--- src/rtl/grant_packet_mux_pkg.sv ---
// Shared types and helpers for the arbiter family and its grant consumers.
package grant_packet_mux_pkg;

  typedef enum logic [1:0] {
    IDLE  = 2'd0,
    XFER  = 2'd1,
    DRAIN = 2'd2
  } state_t;

  // Ceiling log2, never below 1 so a single-requestor build still has an index bit.
  function automatic int clog2_min1(input int value);
    int result;
    result = 0;
    for (int i = 0; i < 31; i++) begin
      if ((1 << i) < value) result = i + 1;
    end
    return (result < 1) ? 1 : result;
  endfunction

endpackage

--- src/rtl/grant_packet_mux_grant_decode.sv ---
// Combinational one-hot to index encoder with a one-hot validity flag.
module grant_decode
  import grant_packet_mux_pkg::*;
#(
  parameter int NUM_REQUESTORS = 4,
  parameter int IDX_WIDTH      = clog2_min1(NUM_REQUESTORS)
) (
  input  logic [NUM_REQUESTORS-1:0] onehot,
  output logic [IDX_WIDTH-1:0]      index,
  output logic                      is_onehot
);

  always_comb begin
    index = '0;
    for (int i = 0; i < NUM_REQUESTORS; i++) begin
      if (onehot[i]) index = index | IDX_WIDTH'(i);
    end
    is_onehot = (onehot != '0) &&
                ((onehot & (onehot - NUM_REQUESTORS'(1))) == '0);
  end

endmodule

--- src/rtl/grant_packet_mux.sv ---
// Locks onto the arbiter's granted requestor and forwards its packet through
// one registered valid/ready stage, releasing once the last beat drains.
module grant_packet_mux
  import grant_packet_mux_pkg::*;
#(
  parameter  int NUM_REQUESTORS = 4,
  parameter  int DATA_WIDTH     = 32,
  parameter  int BEAT_CNT_WIDTH = 16,
  localparam int IDX_WIDTH      = clog2_min1(NUM_REQUESTORS)
) (
  input  logic                                 clk,
  input  logic                                 reset,
  input  logic [NUM_REQUESTORS-1:0]            grant,
  input  logic                                 grant_valid,
  input  logic [NUM_REQUESTORS-1:0]            in_valid,
  input  logic [NUM_REQUESTORS*DATA_WIDTH-1:0] in_data,
  input  logic [NUM_REQUESTORS-1:0]            in_last,
  output logic [NUM_REQUESTORS-1:0]            in_ready,
  output logic                                 out_valid,
  output logic [DATA_WIDTH-1:0]                out_data,
  output logic                                 out_last,
  output logic [IDX_WIDTH-1:0]                 out_src,
  input  logic                                 out_ready,
  output logic                                 busy,
  output logic                                 pkt_done,
  output logic [BEAT_CNT_WIDTH-1:0]            pkt_beats,
  output logic                                 grant_error
);

  state_t                    state;
  state_t                    next_state;
  logic [IDX_WIDTH-1:0]      sel;
  logic [BEAT_CNT_WIDTH-1:0] beat_cnt;
  logic [IDX_WIDTH-1:0]      grant_idx;
  logic                      grant_onehot;
  logic                      sel_valid;
  logic                      sel_last;
  logic [DATA_WIDTH-1:0]     sel_data;
  logic                      stage_free;
  logic                      accept;
  logic                      drain_last;

  grant_decode #(
    .NUM_REQUESTORS(NUM_REQUESTORS),
    .IDX_WIDTH     (IDX_WIDTH)
  ) u_grant_decode (
    .onehot   (grant),
    .index    (grant_idx),
    .is_onehot(grant_onehot)
  );

  always_comb begin
    sel_valid = 1'b0;
    sel_last  = 1'b0;
    sel_data  = '0;
    for (int i = 0; i < NUM_REQUESTORS; i++) begin
      if (IDX_WIDTH'(i) == sel) begin
        sel_valid = in_valid[i];
        sel_last  = in_last[i];
        sel_data  = in_data[i*DATA_WIDTH +: DATA_WIDTH];
      end
    end
  end

  assign stage_free = ~out_valid | out_ready;
  assign accept     = (state == XFER) & sel_valid & stage_free;
  assign drain_last = out_valid & out_ready & out_last;

  always_ff @(posedge clk or posedge reset) begin
    if (reset) begin
      state <= IDLE;
      busy  <= 1'b0;
    end else begin
      state <= next_state;
      busy  <= (next_state != IDLE);
    end
  end

  always_comb begin
    next_state = state;
    case (state)
      IDLE:    if (grant_valid && grant_onehot) next_state = XFER;
      XFER:    if (accept && sel_last) next_state = DRAIN;
      DRAIN:   if (drain_last) next_state = IDLE;
      default: next_state = IDLE;
    endcase
  end

  // in_ready follows the registered state, so reset drops it without waiting for a clock.
  always_comb begin
    in_ready = '0;
    for (int i = 0; i < NUM_REQUESTORS; i++) begin
      in_ready[i] = (state == XFER) && (IDX_WIDTH'(i) == sel) && stage_free;
    end
  end

  always_ff @(posedge clk or posedge reset) begin
    if (reset) begin
      sel         <= '0;
      beat_cnt    <= '0;
      out_valid   <= 1'b0;
      out_data    <= '0;
      out_last    <= 1'b0;
      out_src     <= '0;
      pkt_done    <= 1'b0;
      pkt_beats   <= '0;
      grant_error <= 1'b0;
    end else begin
      pkt_done    <= 1'b0;
      grant_error <= 1'b0;
      if (state == IDLE && grant_valid) begin
        if (grant_onehot) begin
          sel      <= grant_idx;
          beat_cnt <= '0;
        end else begin
          grant_error <= 1'b1;
        end
      end
      // A new beat overwrites the stage even while the old one is draining.
      if (accept) begin
        out_valid <= 1'b1;
        out_data  <= sel_data;
        out_last  <= sel_last;
        out_src   <= sel;
        if (beat_cnt != '1) beat_cnt <= beat_cnt + BEAT_CNT_WIDTH'(1);
      end else if (out_valid && out_ready) begin
        out_valid <= 1'b0;
      end
      if (state == DRAIN && drain_last) begin
        pkt_done  <= 1'b1;
        pkt_beats <= beat_cnt;
      end
    end
  end

endmodule

--- config.mk ---
export PLATFORM = sky130hd
export DESIGN_NAME = grant_packet_mux
export DESIGN_NICKNAME = d
export VERILOG_FILES = /design/src/rtl/grant_packet_mux_pkg.sv /design/src/rtl/grant_packet_mux_grant_decode.sv /design/src/rtl/grant_packet_mux.sv
export SDC_FILE = /design/constraint.sdc
export NUM_CORES = 1
export LEC_CHECK = 0
export CORE_ASPECT_RATIO = 1.5
export CORE_UTILIZATION = 37
export DETAILED_ROUTE_END_ITERATION = 6
export HOLD_SLACK_MARGIN = 0.1
export PLACE_DENSITY = 0.86
export SKIP_LAST_GASP = 1
export SLEW_MARGIN = 20
export SYNTH_ARGS = -nofsm -noshare
export SYNTH_HDL_FRONTEND = slang
export SYNTH_HIERARCHICAL = 1
export SYNTH_SLANG_ARGS = --single-unit
--- constraint.sdc ---
create_clock -name clk -period 2.9 [get_ports clk]
set_input_delay 0.87 -clock clk [delete_from_list [all_inputs] [get_ports clk]]
set_output_delay 0.87 -clock clk [all_outputs]
set_load 0.03 [all_outputs]
==> reports/summary.txt <==
========================================================================================
Outcome ................................................................... finished, final reports clean
Gr ovfl total .............................................................            0
Global router's overall resource usage ....................................       21.40%
Warnings, synthesis .......................................................            6
Hold_ws ...................................................................    0.4818 ns
Ratio of cells with drive above 1 in the final layout .....................       20.82%
Slew Limit Headroom .......................................................       65.51%
Routability congestion estimate from global placement .....................       0.8673
Initial Utilization .......................................................       37.99%
Number of clock sinks .....................................................           75
Count of max-cap constraint violations ....................................            0
IR drop worst, VDD ........................................................    0.2797 mV
Reg clk slew, reported paths ..............................................      0.06 ns
Pin count of the biggest net entering global routing ......................           40
Kind of end point of the critical path .................................... primary output
Crit path required time ...................................................      2.03 ns
Final core utilization ....................................................       60.84%
Largest fanout on the critical path .......................................            4
Number of hold violations in the final report .............................            0
Avg Vias per Cell .........................................................        5.221
Core box area .............................................................   11,000 µm²
Sequential element share of the synthesized area ..........................       44.92%
Reg2reg path depth ........................................................            5
Worst-case setup slack after placement ....................................  -0.09966 ns
Iteration count of the initial detailed-routing pass ......................            4
Setup-failing EPs final ...................................................            0
Layout filler cell count ..................................................          849
Global-route wire length before repair ....................................    18,600 µm
Leading register cell type out of synthesis ............................... sky130_fd_sc_hd__dfrtp_1
CTS H-tree depth ..........................................................            3
Type of the tightest min-delay check ...................................... flip-flop to flip-flop
IO Count ..................................................................          203
Flops & latches, synth ....................................................           75
Static leakage ............................................................     2.792 nW
Final non-filler cell total ...............................................          661
Total number of nets in the final design ..................................          654
Number of global-route vias before repair .................................        3,599
# DRC .....................................................................            0
Post-layout worst setup margin ............................................    0.2533 ns
Power Dens Cells .......................................................... 364.0 nW/µm²
Die width .................................................................     88.76 µm
Cell type contributing the most total cell area after synthesis ........... sky130_fd_sc_hd__dfrtp_1
Count of distinct cell types in the synthesized netlist ...................           40
Area grow syn2layout ......................................................       60.14%
Detailed-route wire length per cell .......................................     18.97 µm
Via count .................................................................        3,451
Average cell area after synthesis .........................................    13.74 µm²
Count of routing violations after the opening detailed-route iteration ....          131
Number of input and output port buffers inserted ..........................          202
Mapped Nets ...............................................................          449
ANT nets after route ......................................................            0
Num rows ..................................................................           47
Root Buffer Master ........................................................ sky130_fd_sc_hd__clkbuf_16
Max Buffers Root-to-Sink ..................................................            2
Post-CTS Hold Buffers .....................................................            0
Cell types with the largest area share after synthesis .................... sky130_fd_sc_hd__dfrtp_1 (45%), sky130_fd_sc_hd__mux4_2 (18%), sky130_fd_sc_hd__mux2_4 (9.7%), sky130_fd_sc_hd__mux2_1 (4.3%), sky130_fd_sc_hd__nand2_1 (3.6%)
Number of pins with negative max-slew slack in the final report ...........            0
Portion of the clock cycle consumed by the worst path in the final layout .       91.27%
Arrival time worst endpoint ...............................................      1.78 ns
Final critical path time including I/O delays and setup ...................     2.647 ns
Actual transition at the worst max-transition pin .........................    0.5173 ns
Count leader, synth ....................................................... sky130_fd_sc_hd__dfrtp_1
Number of inserted diodes .................................................            0
Setup crit start kind .....................................................   input port
Number of antenna violations at the first check in global routing .........            0
Later-pin clock latency in the skew report ................................      0.33 ns
Proportion of synthesized flip-flops having asynchronous set or reset .....       100.0%
TritonCTS clock tree ......................................................         done
Top post-synthesis cells by count ......................................... sky130_fd_sc_hd__dfrtp_1 (75), sky130_fd_sc_hd__nand2_1 (40), sky130_fd_sc_hd__mux4_2 (34)
Top-area cell type share of the netlist area ..............................       44.92%
Number of buffers added by the clock tree synthesis step ..................            9
Setup Skew ................................................................  0.009630 ns
Max frequency .............................................................    377.8 MHz
Number of cells on the worst hold path ....................................            1
Number of enable flip-flop cells after synthesis ..........................            0
Die ar. ...................................................................   11,730 µm²
RSZ-0062 raised after global routing ......................................           no
Synthesized instance count ................................................          304
Placed Instances ..........................................................          645
Total routed wirelength ...................................................    12,540 µm
Start-to-end type of the worst setup path ................................. input port to primary output
Mapped Area ...............................................................     4178 µm²
Setup Fix Bufs, Post-CTS ..................................................            0
Placed wire-length estimate after detailed placement ......................      9821 µm
Die Height ................................................................     132.1 µm
Post-cts sizing count .....................................................            5
========================================================================================
[metrics by stage]
| step | TNS [ns] | instance area, µm² | total power [mW] |
|---|---|---|---|
| 2_1_floorplan | 0 | 4178 | 1.122 |
| 3_3_place_gp | -0.09747 | 6377 | 1.329 |
| 3_5_place_dp | -0.2733 | 6377 | 1.336 |
| 4_1_cts | 0 | 6690 | 2.458 |
| 5_1_grt | 0 | 6690 | 2.517 |
| 6_report | 0 | 6690 | 2.435 |
[area by class of cell]
type / instances / area [µm²] / area share, %
clock inverter: 7 / 73.82 / 1.103
inverter: 3 / 11.26 / 0.1683
sequential: 75 / 1878 / 28.07
multi-input combinational: 205 / 2185 / 32.65
clock buffer: 9 / 225.2 / 3.366
tap: 147 / 183.9 / 2.749
timing repair buffer: 215 / 2133 / 31.89
[flip-flops by register name, summed over array words and instances (netlist names)]
register     count
beat_cnt        16
busy             1
grant_error      1
out_data        32
out_last         1
out_src          2
out_valid        1
pkt_beats       16
pkt_done         1
sel              2
state            2
[worst max-delay path: stages]
cell and delay (ns):
sky130_fd_sc_hd__dlygate4sd2_1 0.23, sky130_fd_sc_hd__nand2b_4 0.14, sky130_fd_sc_hd__and2_4 0.16, sky130_fd_sc_hd__nand2_1 0.06, sky130_fd_sc_hd__nor2_1 0.13, sky130_fd_sc_hd__buf_4 0.18
[layout by cell type (no fill, tap or decap), types with 3 or more instances in the layout]
cell	Yosys	final
sky130_fd_sc_hd__dfrtp_1	75	74
sky130_fd_sc_hd__clkbuf_16	0	9
sky130_fd_sc_hd__mux2_2	4	4
sky130_fd_sc_hd__mux4_2	34	34
sky130_fd_sc_hd__mux2_1	16	16
sky130_fd_sc_hd__and4_1	4	4
sky130_fd_sc_hd__nor2_1	5	5
sky130_fd_sc_hd__a211oi_1	8	8
sky130_fd_sc_hd__nand4_1	3	3
sky130_fd_sc_hd__nand2b_1	8	7
sky130_fd_sc_hd__buf_4	1	15
sky130_fd_sc_hd__mux2_4	27	27
sky130_fd_sc_hd__nand3_1	10	10
sky130_fd_sc_hd__and3_1	7	6
sky130_fd_sc_hd__clkdlybuf4s50_1	0	197
sky130_fd_sc_hd__mux2i_1	13	13
sky130_fd_sc_hd__a21oi_1	4	4
sky130_fd_sc_hd__nand2_1	40	40
[path summary, 6_finish.rpt]
check | start | end | slack (ns)
min in group asynchronous | reset | out_data[2] | 0.86
max in group asynchronous | reset | sel[0] | 1.44
setup / recovery | out_ready | in_ready[1] | 0.25
setup reg to reg | beat_cnt[0] | beat_cnt[7] | 0.74
hold reg to reg | pkt_beats[9] | pkt_beats[9] | 0.48
hold / removal | pkt_beats[9] | pkt_beats[9] | 0.48
[cell families (layout without fill, tap and decap cells)]
group / after synthesis / in the layout / synth area share (%)
AO/OA/AOI/OAI: 21 / 21 / 3.954
XOR/XNOR: 2 / 2 / 0.4194
adder cells (fa/ha/maj): 1 / 1 / 0.2994
buffers and inverters: 24 / 234 / 3.175
flip-flops: 75 / 75 / 44.92
multiplexers: 94 / 94 / 36.54
AND/OR/NAND/NOR: 87 / 87 / 10.69
[power by group]
| group | internal [mW] | total (mW) | switching (mW) |
|---|---|---|---|
| Sequential | 1.05 | 1.05 | 0 |
| Combinational | 0.205 | 0.270 | 0.0652 |
| Clock | 0.670 | 1.12 | 0.448 |
| Total | 1.92 | 2.44 | 0.513 |
[metal layers]
| layer | part of all wire, % | GRT usage, % | up-vias |
|---|---|---|---|
| met4 | 3.7 | 11.65 | 0 |
| met3 | 7.7 | 4.884 | 32 |
| li1 | - | - | 1562 |
| met2 | 52 | 37.74 | 151 |
| met5 | 0 | 0 | - |
| met1 | 36 | 22.93 | 1706 |
Note: power is estimated with default switching activity, not from simulation.
